==> config.mk <==
export PLATFORM = sky130hd
export DESIGN_NAME = ddr_line_read_master
export DESIGN_NICKNAME = d
export VERILOG_FILES = /design/src/rtl/video_ddr_pkg.sv /design/src/rtl/axi_4k_burst_split.sv /design/src/rtl/ddr_line_read_master.sv
export SDC_FILE = /design/constraint.sdc
export NUM_CORES = 1
export LEC_CHECK = 0
export ABC_CLOCK_PERIOD_IN_PS = 4500
export BUFFER_PORTS_ARGS = -buffer_cell sky130_fd_sc_hd__buf_2
export CAP_MARGIN = 5
export CORE_MARGIN = 5
export CORE_UTILIZATION = 45
export CTS_CLUSTER_DIAMETER = 80
export DETAILED_ROUTE_END_ITERATION = 12
export PLACE_DENSITY_LB_ADDON = 0.15
export SYNTH_ARGS = -nofsm -noshare
export SYNTH_HDL_FRONTEND = slang
export SYNTH_SLANG_ARGS = --single-unit
==> constraint.sdc <==
create_clock -name M_AXI_ACLK -period 4.5 [get_ports M_AXI_ACLK]
set_clock_uncertainty 0.15 [all_clocks]
set_input_delay 0 -clock M_AXI_ACLK [delete_from_list [all_inputs] [get_ports M_AXI_ACLK]]
set_output_delay 0 -clock M_AXI_ACLK [all_outputs]
set_load 0.1 [all_outputs]
==> src/rtl/video_ddr_pkg.sv <==
// ----------------------------------------------------------------------------
// video_ddr_pkg
//   Shared constants and helpers for the DDR video masters.
//   - PAGE_4K                : AXI 4 KB address boundary that no burst may cross
//   - ST_IDLE/ST_ADDR/ST_DATA: read-master FSM state encoding
//   - bytes_per_beat()       : bytes carried by one data beat
//   - beats_per_line()       : data beats per video line (32-bit pixels)
//   - axi_size()             : AxSIZE encoding for a given data width
// ----------------------------------------------------------------------------
package video_ddr_pkg;

   localparam int unsigned PAGE_4K = 4096;

   localparam logic [1:0] ST_IDLE = 2'd0;
   localparam logic [1:0] ST_ADDR = 2'd1;
   localparam logic [1:0] ST_DATA = 2'd2;

   function automatic int unsigned bytes_per_beat(input int unsigned dw);
      return dw / 8;
   endfunction

   function automatic int unsigned beats_per_line(input int unsigned h_disp,
                                                  input int unsigned dw);
      return (h_disp * 32) / dw;
   endfunction

   function automatic logic [2:0] axi_size(input int unsigned dw);
      return 3'($clog2(dw / 8));
   endfunction

endpackage

==> src/rtl/axi_4k_burst_split.sv <==
// ----------------------------------------------------------------------------
// axi_4k_burst_split
//   Combinational burst sizer: picks the largest burst that fits the remaining
//   beat count, the maximum burst length and the room left in the current
//   4 KB page.
// Ports
//   i_page_offset [11:0] : cur_addr[11:0], byte offset inside the 4 KB page
//   i_beats_left  [15:0] : beats still to be requested
//   o_len         [8:0]  : beats for the next burst (ARLEN = o_len-1)
// ----------------------------------------------------------------------------
module axi_4k_burst_split
   import video_ddr_pkg::*;
#(
   parameter int unsigned AXI4_DATA_WIDTH = 128,
   parameter int unsigned BURST_LEN       = 64
) (
   input  logic [11:0] i_page_offset,
   input  logic [15:0] i_beats_left,
   output logic [8:0]  o_len
);

   localparam int unsigned BPB = bytes_per_beat(AXI4_DATA_WIDTH);

   logic [12:0] w_room_bytes;
   logic [12:0] w_room_beats;
   logic [8:0]  w_cap;

   always_comb begin
      w_room_bytes = 13'(PAGE_4K) - {1'b0, i_page_offset};
      w_room_beats = w_room_bytes / 13'(BPB);
      // Page room and BURST_LEN are both <= 256 after capping, so 9 bits suffice.
      if (w_room_beats > 13'(BURST_LEN)) begin
         w_cap = 9'(BURST_LEN);
      end else begin
         w_cap = w_room_beats[8:0];
      end
      if (i_beats_left < {7'b0, w_cap}) begin
         o_len = i_beats_left[8:0];
      end else begin
         o_len = w_cap;
      end
   end

endmodule

==> src/rtl/ddr_line_read_master.sv <==
// ----------------------------------------------------------------------------
// ddr_line_read_master
//   AXI4 read master that fetches one full video line per request from DDR and
//   streams it into the display-side line FIFO (one 32-bit pixel per lane).
// Ports
//   M_AXI_ACLK / M_AXI_ARESETN          : clock, synchronous active-low reset
//   AXI_FULL_BURST_VALID / _READY       : line-fetch request handshake
//   fifo_rst_n                          : frame restart (active low)
//   fifo_prog_full                      : FIFO cannot take another full burst
//   fifo_wr_en / fifo_wr_data           : FIFO write port (RDATA pass-through)
//   M_AXI_AR*                           : read address channel
//   M_AXI_R*                            : read data channel
//   line_idx                            : line of the next/current fetch
//   rd_err                              : sticky error (bad RRESP or RLAST)
// ----------------------------------------------------------------------------
module ddr_line_read_master
   import video_ddr_pkg::*;
#(
   parameter int unsigned AXI4_DATA_WIDTH = 128,
   parameter int unsigned AXI4_ADDR_WIDTH = 32,
   parameter int unsigned H_DISP          = 1920,
   parameter int unsigned V_DISP          = 1080,
   parameter int unsigned BURST_LEN       = 64,
   parameter logic [AXI4_ADDR_WIDTH-1:0] FRAME_BASE_ADDR = '0,
   parameter int unsigned LINE_STRIDE     = H_DISP * 4
) (
   input  logic                         M_AXI_ACLK,
   input  logic                         M_AXI_ARESETN,
   input  logic                         AXI_FULL_BURST_VALID,
   output logic                         AXI_FULL_BURST_READY,
   input  logic                         fifo_rst_n,
   input  logic                         fifo_prog_full,
   output logic                         fifo_wr_en,
   output logic [AXI4_DATA_WIDTH-1:0]   fifo_wr_data,
   output logic [AXI4_ADDR_WIDTH-1:0]   M_AXI_ARADDR,
   output logic [7:0]                   M_AXI_ARLEN,
   output logic [2:0]                   M_AXI_ARSIZE,
   output logic [1:0]                   M_AXI_ARBURST,
   output logic                         M_AXI_ARVALID,
   input  logic                         M_AXI_ARREADY,
   input  logic [AXI4_DATA_WIDTH-1:0]   M_AXI_RDATA,
   input  logic [1:0]                   M_AXI_RRESP,
   input  logic                         M_AXI_RLAST,
   input  logic                         M_AXI_RVALID,
   output logic                         M_AXI_RREADY,
   output logic [10:0]                  line_idx,
   output logic                         rd_err
);

   localparam int unsigned BPB          = bytes_per_beat(AXI4_DATA_WIDTH);
   localparam logic [15:0] LINE_BEATS   = 16'(beats_per_line(H_DISP, AXI4_DATA_WIDTH));
   localparam logic [10:0] LAST_LINE    = 11'(V_DISP - 1);

   logic [1:0]                 r_state;
   logic                       r_arvalid;
   logic [AXI4_ADDR_WIDTH-1:0] r_araddr;
   logic [7:0]                 r_arlen;
   logic [8:0]                 r_burst_len;
   logic [8:0]                 r_beat_cnt;
   logic [AXI4_ADDR_WIDTH-1:0] r_cur_addr;
   logic [15:0]                r_beats_left;
   logic [AXI4_ADDR_WIDTH-1:0] r_line_base;
   logic [10:0]                r_line_idx;
   logic                       r_drop;
   logic                       r_rd_err;

   logic [8:0]                 w_len;
   logic                       w_ready;
   logic                       w_r_hs;
   logic                       w_last_expected;
   logic [AXI4_ADDR_WIDTH-1:0] w_burst_bytes;

   axi_4k_burst_split #(
      .AXI4_DATA_WIDTH (AXI4_DATA_WIDTH),
      .BURST_LEN       (BURST_LEN)
   ) u_split (
      .i_page_offset (r_cur_addr[11:0]),
      .i_beats_left  (r_beats_left),
      .o_len         (w_len)
   );

   assign w_ready         = (r_state == ST_IDLE) && fifo_rst_n && M_AXI_ARESETN;
   assign w_r_hs          = M_AXI_RVALID && (r_state == ST_DATA);
   assign w_last_expected = (r_beat_cnt == (r_burst_len - 9'd1));
   assign w_burst_bytes   = AXI4_ADDR_WIDTH'(r_burst_len) * AXI4_ADDR_WIDTH'(BPB);

   assign AXI_FULL_BURST_READY = w_ready;
   assign M_AXI_ARADDR         = r_araddr;
   assign M_AXI_ARLEN          = r_arlen;
   assign M_AXI_ARSIZE         = axi_size(AXI4_DATA_WIDTH);
   assign M_AXI_ARBURST        = 2'b01;
   assign M_AXI_ARVALID        = r_arvalid;
   assign M_AXI_RREADY         = (r_state == ST_DATA);
   // The restart cycle itself is already gated so no beat slips into the
   // freshly reset FIFO before r_drop takes effect.
   assign fifo_wr_en           = w_r_hs && !r_drop && fifo_rst_n;
   assign fifo_wr_data         = M_AXI_RDATA;
   assign line_idx             = r_line_idx;
   assign rd_err               = r_rd_err;

   always_ff @(posedge M_AXI_ACLK) begin
      if (!M_AXI_ARESETN) begin
         r_state      <= ST_IDLE;
         r_arvalid    <= 1'b0;
         r_araddr     <= '0;
         r_arlen      <= '0;
         r_burst_len  <= '0;
         r_beat_cnt   <= '0;
         r_cur_addr   <= FRAME_BASE_ADDR;
         r_beats_left <= '0;
         r_line_base  <= FRAME_BASE_ADDR;
         r_line_idx   <= '0;
         r_drop       <= 1'b0;
         r_rd_err     <= 1'b0;
      end else begin
         if (w_r_hs) begin
            r_beat_cnt <= r_beat_cnt + 9'd1;
            if (M_AXI_RRESP != 2'b00) begin
               r_rd_err <= 1'b1;
            end
            // Early RLAST, or a missing RLAST on the expected last beat.
            if (M_AXI_RLAST != w_last_expected) begin
               r_rd_err <= 1'b1;
            end
         end

         case (r_state)
            ST_IDLE: begin
               if (w_ready && AXI_FULL_BURST_VALID) begin
                  r_cur_addr   <= r_line_base;
                  r_beats_left <= LINE_BEATS;
                  r_state      <= ST_ADDR;
               end
            end

            ST_ADDR: begin
               if (!r_arvalid) begin
                  if (!fifo_rst_n) begin
                     r_state <= ST_IDLE;
                  end else if (!fifo_prog_full) begin
                     // Address and length are frozen here until ARREADY.
                     r_arvalid   <= 1'b1;
                     r_araddr    <= r_cur_addr;
                     r_arlen     <= 8'(w_len - 9'd1);
                     r_burst_len <= w_len;
                  end
               end else begin
                  if (!fifo_rst_n) begin
                     r_drop <= 1'b1;
                  end
                  if (M_AXI_ARREADY) begin
                     r_arvalid    <= 1'b0;
                     r_cur_addr   <= r_cur_addr + w_burst_bytes;
                     r_beats_left <= r_beats_left - 16'(r_burst_len);
                     r_beat_cnt   <= '0;
                     r_state      <= ST_DATA;
                  end
               end
            end

            ST_DATA: begin
               if (!fifo_rst_n) begin
                  r_drop <= 1'b1;
               end
               if (w_r_hs && M_AXI_RLAST) begin
                  if (r_drop || !fifo_rst_n) begin
                     r_drop  <= 1'b0;
                     r_state <= ST_IDLE;
                  end else if (r_beats_left != 16'd0) begin
                     r_state <= ST_ADDR;
                  end else begin
                     if (r_line_idx == LAST_LINE) begin
                        r_line_idx  <= '0;
                        r_line_base <= FRAME_BASE_ADDR;
                     end else begin
                        r_line_idx  <= r_line_idx + 11'd1;
                        r_line_base <= r_line_base + AXI4_ADDR_WIDTH'(LINE_STRIDE);
                     end
                     r_state <= ST_IDLE;
                  end
               end
            end

            default: begin
               r_state <= ST_IDLE;
            end
         endcase

         // Frame restart overrides any line advance taken in the same cycle.
         if (!fifo_rst_n) begin
            r_line_idx  <= '0;
            r_line_base <= FRAME_BASE_ADDR;
         end
      end
   end

endmodule

==> flow_metrics.tcl, run 1 <==
set metrics [dict create \
    run_status "completed" \
    drv_slew 0 \
    synth_cells 1093 \
    rows 50 \
    cts.clk_slew.worst_paths_ns 0.06 \
    synth.avg_cell_area_um2 7.86 \
    antenna_found_initial 0 \
    synthesis.area_mm2 0.00859 \
    start_util_pct 45.8 \
    critPathMaxFanout 9 \
    yosys_register_bits 139 \
    maxCapViolations 0 \
    drt-vias-per-instance 5.43 \
    synth_compound_area_share_pct 15.7 \
    leakage_nw 3.96 \
    synthArstFlopShare_pct 0 \
    crit_required_ns 4.66 \
    synth.area.mux_share_pct 1.30 \
    grt-ovfl-total 0 \
    crit_chain "or4_4 -> or4_1 -> a21bo_4 -> inv_4 -> a41oi_4 -> nand2b_4 -> ha_4 -> a21oi_1 -> nor2_1 -> o21bai_1 -> and3_4 -> nor3_2 -> a21oi_2 -> ha_2 -> or4b_4 -> a211oi_2 -> nor3b_1" \
    antenna_left 0 \
    final_area_mm2 0.0103 \
    fin_crit_ns 4.33 \
    finalPower_mw 3.58 \
    finalNetCount 1329 \
    drive_above_1_share_pct 13.0 \
    holdWs_ns 0.0268 \
    synth-adder-area-share_pct 5.13 \
    cp_slowest_cell "or4_4" \
    synth_cell_type_count 68 \
    vias 7623 \
    slew_headroom_pct 27.3 \
    cts-root-buf "clkbuf_16" \
    synth_top_family_by_area "simple AND/OR/NAND/NOR gates" \
    dp_hpwl_um 15600 \
    final_cell_mix "137 x dfxtp_1, 137 x dlygate4sd3_1, 130 x nand2_1" \
    pin_count 327 \
    placed_area_mm2 0.00827 \
    yosysWarnings 0 \
    antenna_cells 0 \
    crit_path_start_kind "flop" \
    critPathArrivalTime_ns 4.49 \
    finalWeightedCongestion 0.894 \
    io_buffers 65 \
    die_w_um 148 \
    drcViolationCount 0 \
    cp-end-kind "flop" \
    clock-sinks 139 \
    setup_tns_ns 0 \
    synth_ff_type "dfxtp_1" \
    track_usage_pct 21.7 \
    holdCritPathClass "in -> reg" \
    drt-pass1-iter-count 4 \
    clock.fmax_ghz 0.231 \
    vdd_drop_max_mv 0.274 \
    cts_tree "done" \
    tightest_slew_ns 1.09 \
    core-area_mm2 0.0188 \
    hold_viol_final 0 \
    setup_viol 0 \
    period_share_pct 96.2 \
    die_h_um 148 \
    synth_xor_area_share_pct 7.65 \
    seq_area_frac_synth_pct 32.4 \
    criticalPathCategory "reg -> reg" \
    grt_pass1_wl_um 38800 \
    dieArea_mm2 0.0220 \
    clkLatencyLatePin_ns 0.43 \
    grt_max_degree 52 \
    clockBufferDepth 2 \
    synth_edf_count 0 \
    wl_per_cell_um 17.7 \
    synthSimpleGateAreaFrac_pct 22.1 \
    cts-buffers-inserted 17 \
    h-tree-depth 4 \
    first_global_vias 7410 \
    slowest_delay_ns 0.54 \
    final_util_pct 55.0 \
    synthToLayoutAreaGrowth_pct 20.1 \
    power.density_mw_per_mm2 347 \
    wirelength_um 24800 \
    drt-initial-drc-count 407 \
]
[report_power, final]
part	internal (mW)	total, mW	switching, mW
Combinational	0.149	0.774	0.626
Sequential	1.24	1.25	0.0100
Clock	1.01	1.56	0.546
Total	2.40	3.58	1.18
[synth_stat cells (all sizes together), types with 11 or more instances]
library cell,number,area share [%]
a211oi,11,0.96
a21oi,87,5.1
a22oi,15,1.3
a31oi,15,1.1
and3,16,1.2
buf,140,12
clkbuf,45,2.0
dfxtp,139,32
ha,32,4.7
inv,35,1.5
nand2,130,5.7
nand3,32,1.9
nand4,17,1.2
nor2,100,4.4
nor3,26,1.5
o21ai,37,2.2
or3,13,0.95
or4,12,1.2
xnor2,39,4.0
xor2,36,3.7
[cell type report]
cell class                 count  area (µm²)
fill                        1780        8450
multi-input combinational    739        4590
sequential                   139        2790
timing repair buffer         225        1870
clock buffer                  21         460
tap                          234         293
clock inverter                10         189
inverter                      35         134
[path summary, 6_finish.rpt]
| check | start | end | slack, ns | depth (start not counted) |
|---|---|---|---|---|
| setup / recovery | r_cur_addr[4] | M_AXI_ARLEN[6] | 0.17 | 17 |
| hold / removal | AXI_FULL_BURST_VALID | r_cur_addr[18] | 0.03 | 4 |
| setup reg to reg | r_cur_addr[4] | M_AXI_ARLEN[6] | 0.17 | 17 |
| hold reg to reg | M_AXI_ARADDR[29] | M_AXI_ARADDR[29] | 0.30 | 2 |
[layer usage]
layer / up-vias / global-route usage, % / wire [µm]
met5: - / 0 / 0
met2: 246 / 37.6 / 12300
met1: 3567 / 28.1 / 10900
li1: 3788 / - / -
met4: 0 / 5.50 / 266
met3: 22 / 3.78 / 1330
[worst max-delay path, delay by kind of cell (launching register included)]
family,cells,cell delay [ns]
and+or+nand+nor,8,2.09
AOI/OAI and AO/OA,6,1.04
adders and majority gates,2,0.48
DFF,1,0.35
buffers and inverters,1,0.09
[kinds of logic (layout without fill, tap and decap cells)]
family | Yosys count | in the layout
simple gates | 394 | 394
fa+ha+maj | 34 | 34
compound gates | 218 | 218
xor+xnor | 75 | 75
mux | 11 | 11
buf+inv | 220 | 291
flops | 139 | 139
other cells | 2 | 7
[flip-flops by register name, indices dropped and copies added, names as in the netlist]
| name | cells |
|---|---|
| M_AXI_ARADDR | 29 |
| line_idx | 11 |
| M_AXI_ARVALID | 1 |
| r_burst_len | 9 |
| rd_err | 1 |
| r_drop | 1 |
| r_state | 2 |
| r_beats_left | 16 |
| r_beat_cnt | 9 |
| r_cur_addr | 29 |
| M_AXI_ARLEN | 8 |
| r_line_base | 23 |
[per-stage QoR]
stage	setup slack [ns]	cells
after floorplan	0.0267	1098
after global placement	0.103	1234
after detailed placement	0.0247	1234
after CTS	0.0135	1402
after global routing	-0.0117	1403
final	0.169	1403
[repair_timing]
item	in CTS	in global routing
hold endpoints to repair	150	0
gates resized for setup	0	6
setup endpoints to repair	0	2
setup buffers	0	1
hold buffers	137	0
(Power assumes the default switching activity.)
==> run 2, diff against run 1 <==
BUFFER_PORTS_ARGS = unset   (was -buffer_cell sky130_fd_sc_hd__buf_2)
CORE_MARGIN = 2   (was 5)
CORE_UTILIZATION = 55   (was 45)
DONT_BUFFER_PORTS = 1   (was unset)
==> flow_metrics.tcl, run 2 (synthesis gave the netlist of run 1 again) <==
set metrics [dict create \
    run_status "completed" \
    cts-buffers-inserted 17 \
    dieArea_mm2 0.0166 \
    synthToLayoutAreaGrowth_pct 16.6 \
    vias 7581 \
    holdCritPathClass "in -> reg" \
    dp_hpwl_um 14600 \
    h-tree-depth 4 \
    die_h_um 129 \
    track_usage_pct 27.2 \
    drcViolationCount 0 \
    stdcell_count 1325 \
    hold_viol_final 0 \
    rows 45 \
    cp-end-kind "flop" \
    grt_max_degree 52 \
    maxCapViolations 0 \
    slew_headroom_pct 25.0 \
    holdWs_ns 0.0311 \
    tightest_slew_ns 1.13 \
    critPathArrivalTime_ns 4.50 \
    grt_pass1_wl_um 36100 \
    antenna_cells 0 \
    wl_per_cell_um 17.4 \
    drt-pass1-iter-count 5 \
    cts.clk_slew.worst_paths_ns 0.06 \
    cts-root-buf "clkbuf_16" \
    clock-sinks 139 \
    cts_tree "done" \
    vdd_drop_max_mv 0.245 \
    setup_viol 0 \
    critPathMaxFanout 6 \
    grt-ovfl-total 0 \
    first_global_vias 7146 \
    finalNetCount 1273 \
    pin_count 327 \
    drv_slew 0 \
    power.density_mw_per_mm2 343 \
    clockBufferDepth 2 \
    finalWeightedCongestion 0.891 \
    clkLatencyLatePin_ns 0.43 \
    start_util_pct 56.3 \
    dp.cells 1154 \
    crit_path_start_kind "flop" \
    criticalPathCategory "reg -> reg" \
    clock.fmax_ghz 0.230 \
    io_buffers 0 \
    antenna_left 0 \
    final_cell_mix "137 x dfxtp_1, 137 x dlygate4sd3_1, 130 x nand2_1" \
    leakage_nw 3.66 \
    fin_crit_ns 4.34 \
    drt-initial-drc-count 443 \
    drt-vias-per-instance 5.72 \
    core-area_mm2 0.0153 \
    antenna_found_initial 0 \
    wirelength_um 23000 \
    period_share_pct 96.5 \
    crit_required_ns 4.65 \
    die_w_um 129 \
    drive_above_1_share_pct 9.07 \
]
==> run 2: cell types whose count changed in the layout (fill, tap and decap cells not counted), sizes merged <==
cell	delta
clkinv	+1
bufinv	-3
clkbuf	+3
buf	-57
clkinvlp	+1
==> run 2: worst paths after layout <==
| check | startpoint | slack (ns) | depth (start not counted) | end |
|---|---|---|---|---|
| worst min-delay path | M_AXI_ARREADY | 0.03 | 2 | r_beats_left[8] |
| worst max register to register | r_cur_addr[4] | 0.16 | 17 | M_AXI_ARLEN[6] |
| worst min register to register | r_beats_left[12] | 0.33 | 2 | r_beats_left[12] |
| worst max-delay path | r_cur_addr[4] | 0.16 | 17 | M_AXI_ARLEN[6] |
==> run 2: power by group <==
| part | total [mW] | switching, mW | internal [mW] |
|---|---|---|---|
| clock network | 1.42 | 0.543 | 0.876 |
| logic | 0.763 | 0.616 | 0.148 |
| registers | 1.26 | 0.0191 | 1.24 |
| total | 3.44 | 1.18 | 2.26 |
==> run 2: critical path: stages, from the launching register on <==
cell and delay [ns]:
dfxtp_1 0.33, or4_4 0.54, or4_1 0.43, a21bo_4 0.26
inv_4 0.09, a41oi_4 0.05, nand2b_4 0.19, ha_4 0.24
a21oi_1 0.16, nor2_1 0.05, o21bai_1 0.22, buf_4 0.16
nand3_1 0.11, mux2_4 0.26, ha_2 0.20, or4b_4 0.48
a211oi_2 0.20, nor3b_1 0.09
==> run 2: per-stage QoR <==
step	worst slack [ns]	util, %	cell area, µm²	TNS (ns)	power (mW)
after global routing	-0.0000271	65.7	10000	-0.0000271	3.53
after global placement	0.182	52.4	8000	0	1.49
after floorplan	0.0267	-	8710	0	1.98
after detailed placement	0.0794	52.4	8000	0	1.49
after CTS	0.0551	65.3	9970	0	3.45
final	0.155	65.7	10000	0	3.44
==> run 2: per-layer routing <==
layer  global-route usage, %  wire length [µm]
met5                       0                 0
met4                    8.95               433
met2                    45.0             11000
met3                    5.07              1360
met1                    36.0             10200
==> run 2: what timing repair did <==
| item | in CTS | in global routing |
|---|---|---|
| resized for setup | 0 | 8 |
| endpoints found under the setup margin | 0 | 2 |
| buffers inserted | 0 | 2 |
| hold buffers | 137 | 0 |
| endpoints found under the hold margin | 198 | 0 |
==> run 2: final cells by class <==
class / instances / area, µm²
Clock buffer: 23 / 488
Clock inverter: 9 / 111
Fill cell: 1303 / 5240
Inverter: 35 / 134
Multi-Input combinational cell: 739 / 4600
Sequential cell: 139 / 2790
Tap cell: 211 / 264
Timing Repair Buffer: 169 / 1630
